`src/rtl/led_bank_pkg.sv`:
```
`default_nettype none
// +--------------------------------------------------------------------------+
// | led_bank_pkg                                                             |
// | Shared state encoding, LED bank width and pattern-slice helper.          |
// | Rev 1.0 - initial release                                                |
// +--------------------------------------------------------------------------+
package led_bank_pkg;

  localparam int LED_COUNT = 8;
  localparam int MAX_REQ   = 8;

  typedef enum logic [1:0] {
    IDLE = 2'd0,
    SHOW = 2'd1,
    GAP  = 2'd2
  } state_t;

  // Extracts source idx's 8-bit pattern from a bus padded to MAX_REQ sources.
  function automatic logic [LED_COUNT-1:0] pattern_slice(
    input logic [LED_COUNT*MAX_REQ-1:0] bus,
    input logic [2:0]                   idx
  );
    return bus[{idx, 3'b000} +: LED_COUNT];
  endfunction

endpackage
`default_nettype wire

```
`src/rtl/tick_prescaler.sv`:
```
`default_nettype none
// +--------------------------------------------------------------------------+
// | tick_prescaler                                                           |
// | Free-running divider producing a one-cycle tick every CLK_FREQ/TICK_HZ.  |
// | Rev 1.0 - initial release                                                |
// +--------------------------------------------------------------------------+
module tick_prescaler #(
  parameter int CLK_FREQ = 204_000_000,
  parameter int TICK_HZ  = 1000
) (
  input  logic clk,
  input  logic rst,
  output logic tick
);

  localparam int DIV   = CLK_FREQ / TICK_HZ;
  localparam int CNT_W = (DIV > 1) ? $clog2(DIV) : 1;
  localparam logic [CNT_W-1:0] LAST = CNT_W'(DIV - 1);

  logic [CNT_W-1:0] count;

  always_ff @(posedge clk or posedge rst) begin
    if (rst) begin
      count <= '0;
    end else if (count == LAST) begin
      count <= '0;
    end else begin
      count <= count + CNT_W'(1);
    end
  end

  assign tick = (count == LAST);

endmodule
`default_nettype wire

```
`src/rtl/led_bank_sequencer.sv`:
```
`default_nettype none
// +--------------------------------------------------------------------------+
// | led_bank_sequencer                                                       |
// | Round-robin time-sharing of the 8-LED bank with an all-off gap between   |
// | owners. Define LED_BANK_SEQUENCER_PWM_EN to add brightness PWM dimming.  |
// | Rev 1.0 - initial release                                                |
// +--------------------------------------------------------------------------+
module led_bank_sequencer
  import led_bank_pkg::*;
#(
  parameter int CLK_FREQ   = 204_000_000,
  parameter int TICK_HZ    = 1000,
  parameter int NUM_REQ    = 4,
  parameter int HOLD_TICKS = 500
) (
  input  logic                           sysclk,
  input  logic                           reset,
  input  logic                           locked,
  input  logic [NUM_REQ-1:0]             req,
  input  logic [LED_COUNT*NUM_REQ-1:0]   pattern,
  input  logic [7:0]                     brightness,
  output logic [NUM_REQ-1:0]             grant,
  output logic [LED_COUNT-1:0]           leds,
  output logic                           busy
);

  localparam int PTR_W = (NUM_REQ > 1) ? $clog2(NUM_REQ) : 1;

  state_t                    state, state_next;
  logic [PTR_W-1:0]          rr_ptr, rr_next;
  logic [15:0]               hold, hold_next;
  logic [LED_COUNT-1:0]      latched, latched_next;
  logic [NUM_REQ-1:0]        grant_next;
  logic [LED_COUNT-1:0]      leds_next;
  logic                      busy_next;
  logic                      tick;
  logic                      owner_req;
  logic [PTR_W-1:0]          win, win_hi, win_lo;
  logic                      found_hi;
  logic [LED_COUNT*MAX_REQ-1:0] pattern_ext;
  logic [LED_COUNT-1:0]      pwm_mask;

  tick_prescaler #(
    .CLK_FREQ (CLK_FREQ),
    .TICK_HZ  (TICK_HZ)
  ) u_tick (
    .clk  (sysclk),
    .rst  (reset),
    .tick (tick)
  );

`ifdef LED_BANK_SEQUENCER_PWM_EN
  logic [7:0] phase;

  always_ff @(posedge sysclk or posedge reset) begin
    if (reset) begin
      phase <= '0;
    end else begin
      phase <= phase + 8'd1;
    end
  end

  assign pwm_mask = (phase < brightness) ? '1 : '0;
`else
  logic unused_brightness;
  assign unused_brightness = ^brightness;
  assign pwm_mask          = '1;
`endif

  always_comb begin
    pattern_ext = '0;
    pattern_ext[LED_COUNT*NUM_REQ-1:0] = pattern;
  end

  // Lowest asserted index at or above rr_ptr wins; otherwise wrap to the lowest overall.
  always_comb begin
    win_hi   = '0;
    win_lo   = '0;
    found_hi = 1'b0;
    for (int j = NUM_REQ - 1; j >= 0; j--) begin
      if (req[j]) begin
        win_lo = PTR_W'(j);
        if (PTR_W'(j) >= rr_ptr) begin
          win_hi   = PTR_W'(j);
          found_hi = 1'b1;
        end
      end
    end
    win = found_hi ? win_hi : win_lo;
  end

  assign owner_req = |(req & grant);

  always_comb begin
    state_next   = state;
    grant_next   = grant;
    latched_next = latched;
    hold_next    = hold;
    rr_next      = rr_ptr;
    case (state)
      IDLE: begin
        grant_next = '0;
        if (locked && |req) begin
          state_next   = SHOW;
          grant_next   = NUM_REQ'(1) << win;
          latched_next = pattern_slice(pattern_ext, 3'(win));
          hold_next    = 16'(HOLD_TICKS);
          rr_next      = (win == PTR_W'(NUM_REQ - 1)) ? '0 : win + PTR_W'(1);
        end
      end
      SHOW: begin
        if (tick) begin
          hold_next = hold - 16'd1;
        end
        if (!owner_req || (tick && hold == 16'd1)) begin
          state_next = GAP;
          grant_next = '0;
        end
      end
      GAP: begin
        grant_next = '0;
        if (tick) begin
          state_next = IDLE;
        end
      end
      default: begin
        state_next = IDLE;
        grant_next = '0;
      end
    endcase

    if (!locked) begin
      state_next = IDLE;
      grant_next = '0;
    end

    leds_next = (state_next == SHOW) ? (latched_next & pwm_mask) : '0;
    busy_next = (state_next != IDLE);
  end

  always_ff @(posedge sysclk or posedge reset) begin
    if (reset) begin
      state   <= IDLE;
      rr_ptr  <= '0;
      hold    <= '0;
      latched <= '0;
      grant   <= '0;
      leds    <= '0;
      busy    <= 1'b0;
    end else begin
      state   <= state_next;
      rr_ptr  <= rr_next;
      hold    <= hold_next;
      latched <= latched_next;
      grant   <= grant_next;
      leds    <= leds_next;
      busy    <= busy_next;
    end
  end

endmodule
`default_nettype wire

```
`config.mk`:
```
export PLATFORM = sky130hd
export DESIGN_NAME = led_bank_sequencer
export DESIGN_NICKNAME = d
export VERILOG_FILES = /design/src/rtl/led_bank_pkg.sv /design/src/rtl/tick_prescaler.sv /design/src/rtl/led_bank_sequencer.sv
export SDC_FILE = /design/constraint.sdc
export NUM_CORES = 1
export LEC_CHECK = 0
export CORE_UTILIZATION = 50
export CTS_CLUSTER_DIAMETER = 80
export DETAILED_ROUTE_END_ITERATION = 10
export GPL_ROUTABILITY_DRIVEN = 0
export GPL_TIMING_DRIVEN = 0
export PLACE_DENSITY = 0.88
export REMOVE_ABC_BUFFERS = 1
export SLEW_MARGIN = 20
export SYNTH_ARGS = -nofsm -noshare
export SYNTH_HDL_FRONTEND = slang
export SYNTH_SLANG_ARGS = --single-unit
```
`constraint.sdc`:
```
create_clock -name sysclk -period 5.99 [get_ports sysclk]
set_clock_uncertainty 0.2 [all_clocks]
set_input_delay 0.599 -clock sysclk [delete_from_list [all_inputs] [get_ports sysclk]]
set_output_delay 0.599 -clock sysclk [all_outputs]
set_load 0.05 [all_outputs]
```
==> flow_summary.rst <==
.. list-table::
   :header-rows: 1

   * - Metric
     - Value
   * - Result of the run
     - finished clean
   * - Actual transition at the worst max-transition pin
     - 0.801 ns
   * - Worst setup path category
     - reg2reg
   * - Async set or reset register ratio after synthesis
     - 100%
   * - Endpoints failing hold
     - 0
   * - Worst-case reg-to-reg path depth
     - 5
   * - Average size of a mapped cell
     - 9.59 um2
   * - Buffer type at the clock tree root
     - clkbuf_8
   * - Crit Reg-Reg Startpoint
     - u_tick.count[5]
   * - Cell leakage power
     - 0.00161 uW
   * - Setup slack on the worst flop-to-flop path
     - 2.97 ns
   * - Worst relative slew slack
     - 46.3%
   * - Final design utilization
     - 65.4%
   * - CORE AREA
     - 0.00599 mm2
   * - Worst R2R End
     - hold[14]
   * - Number of DRC violations after detailed-routing iteration 0
     - 161
   * - Area of the die
     - 0.00663 mm2
   * - Drt total wl
     - 7360 um
   * - CTS tree
     - built
   * - Count of pins over their slew limit
     - 0
   * - Worst path required time
     - 6.06 ns
   * - Post-CTS Setup Bufs
     - 0
   * - Critical path startpoint
     - u_tick.count[5]
   * - Length of the first detailed-routing pass in iterations
     - 4
   * - Hold Path Class
     - reg2reg
   * - Tcrit/Tclk final
     - 50.5%
   * - Synthesis warning total
     - 0
   * - Starting density of the core
     - 52.7%
   * - Register bit count reported by yosys
     - 59
   * - Finish-stage setup viols
     - 0
   * - PwrDens
     - 316 mW/mm2
   * - Largest cells by area after synthesis
     - dfrtp_1 (47%), nand3_1 (6.2%), o21ai_0 (4.3%)
   * - Most used flip-flop cell after synthesis
     - dfrtp_1
   * - TritonCTS Buffers
     - 9
   * - End point of the most critical hold path
     - latched[2]
   * - Number of cell rows
     - 28
   * - Category of the worst setup path launch point
     - flop
   * - Final-stage net count
     - 432
   * - Number of top-level design ports
     - 60
   * - Number of gates given a new drive strength after cts
     - 0
   * - Buffers from clock root to sink, at most
     - 2
   * - Antenna violations before repair
     - 0
   * - Post-place instance area
     - 0.00372 mm2
   * - Finished Cell Area
     - 0.00392 mm2
   * - Vias in the first global route
     - 2782
   * - Clock transition at path regs
     - 0.07 ns
   * - Maximum fanout along the worst path
     - 13
   * - Type of destination of the critical path
     - flop
   * - Vias
     - 2751
   * - RSZ-0062 raised after global routing
     - no
   * - Proportion of synthesized chip area in sequential cells
     - 46.8%
   * - Final TNS setup
     - 0 ns
   * - IO buf count
     - 51
   * - Worst IR drop on VDD
     - 223 uV
   * - Total inserted antenna cells
     - 0
   * - Die extent in y
     - 81.4 um
   * - GR Util All Layers
     - 25.5%
   * - Share of post-route cells with drive strength above 1
     - 10.4%
   * - Top cells by count, synth
     - dfrtp_1 (59), nand3_1 (39), o21ai_0 (27)
   * - Period minus WS final
     - 3.02 ns
   * - Worst skew pair latency
     - 0.35 ns
   * - Number of sinks handled by clock tree synthesis
     - 59
   * - Chip width
     - 81.4 um
   * - Fraction of synthesized cell area taken by the top area cell type
     - 46.8%
   * - H-tree levels
     - 3
   * - Wirelength per Cell
     - 16.1 um
   * - Post-Syn Instances
     - 329
   * - Wire length of the first global-routing pass
     - 12700 um
   * - Maximum Capacitance Violations
     - 0
   * - Netlist cell types
     - 52
   * - Pin count of the biggest net entering global routing
     - 60
   * - Max Clock Freq
     - 331 MHz
   * - Antenna viol nets, final
     - 0
   * - Remaining Overflow, GRT
     - 0
   * - Largest area contributor in the synthesized netlist
     - dfrtp_1
   * - DR vias/cell
     - 6.01
   * - Area grow syn2layout
     - 24.1%
   * - Arr. time, crit path
     - 3.10 ns
   * - DP HPWL
     - 5070 um
   * - Worst Hold Launch
     - latched[2]
   * - Number of flops mapped to enable cells by yosys
     - 0
   * - Number of stages on the worst hold path
     - 2
   * - Combined area of all synthesized cells
     - 0.00316 mm2
   * - Fill cell instance count of the final layout
     - 455
   * - Drc violations
     - 0
   * - Most numerous cell in the Yosys netlist
     - dfrtp_1
   * - Cts hold-fix bufs
     - 0
[metrics by stage]
step                total power (uW)  worst slack [ns]  hold slack [ns]  instances
finish                          1240              2.97            0.290        458
global route                    1300              2.70            0.315        458
CTS                             1230              2.97            0.290        457
detailed placement               905              2.67            0.274        441
global placement                 887              2.33            0.268        440
floorplan                        762              3.36            0.248        314
[final cells by class]
cell class / instances / area, um2 / share of cell area (%)
Clock inverter: 7 / 52.6 / 1.34
Clock buffer: 9 / 124 / 3.16
Inverter: 8 / 32.5 / 0.830
Timing Repair Buffer: 53 / 533 / 13.6
Tap cell: 75 / 93.8 / 2.40
Multi-Input combinational cell: 247 / 1610 / 41.0
Sequential cell: 59 / 1480 / 37.7
[layer usage]
layer | vias up | GRT usage (%) | wire length [um]
met1 | 1347 | 30.4 | 3060
met5 | - | 0 | 0
met2 | 76 | 42.9 | 3710
li1 | 1310 | - | -
met4 | 0 | 13.4 | 202
met3 | 18 | 5.56 | 394
[worst max-delay path: stages (launching register included)]
cell	delay (ns)
dfrtp_1	0.47
or4b_4	0.58
nor4_4	0.48
nand4_1	0.50
or4_1	0.56
a21oi_1	0.16
[layout by cell type, fill, tap and decap left out, types with 7 or more instances in the layout]
cell	synthesis	routed
dfrtp_1	59	59
clkdlybuf4s50_1	0	51
nand3_1	39	39
o21ai_0	27	27
nand2_1	26	26
nor2_1	18	18
a31oi_1	9	9
xor2_1	9	9
a21o_1	9	9
clkbuf_8	0	9
xnor2_1	8	8
a211o_1	8	8
ha_1	7	7
[state kept, by name, indices dropped and copies added (netlist names)]
register and count:
latched 8, leds 8, busy 1, hold 16, u_tick.count 18, rr_ptr 2
grant 4, state 2
[cells by family after synthesis]
logic type | count (synthesis) | share of synthesized area, %
buffers and inverters | 23 | 2.82
adders and majority gates | 7 | 2.78
xor gates and xnor gates | 17 | 4.72
DFF | 59 | 46.8
muxes | 2 | 0.634
and+or+nand+nor | 140 | 24.4
AOI/OAI and AO/OA | 81 | 17.8
[how the worst max path moves through the flow]
stage	end	slack, ns	depth (start not counted)
final	hold[14]	2.97	5
after global routing	hold[14]	2.70	5
after CTS	hold[14]	2.97	5
after detailed placement	leds[2]	2.67	5
after global placement	leds[0]	2.33	6
after floorplan	hold[12]	3.36	5
[report_power, final]
group / internal (uW) / leakage [uW] / total, uW / switching (uW)
logic: 152 / 0.000771 / 426 / 274
clock network: 152 / 0.0000783 / 329 / 178
registers: 453 / 0.000756 / 482 / 28.2
total: 757 / 0.00161 / 1240 / 480
No activity file was read; power rests on OpenSTA's default activity.
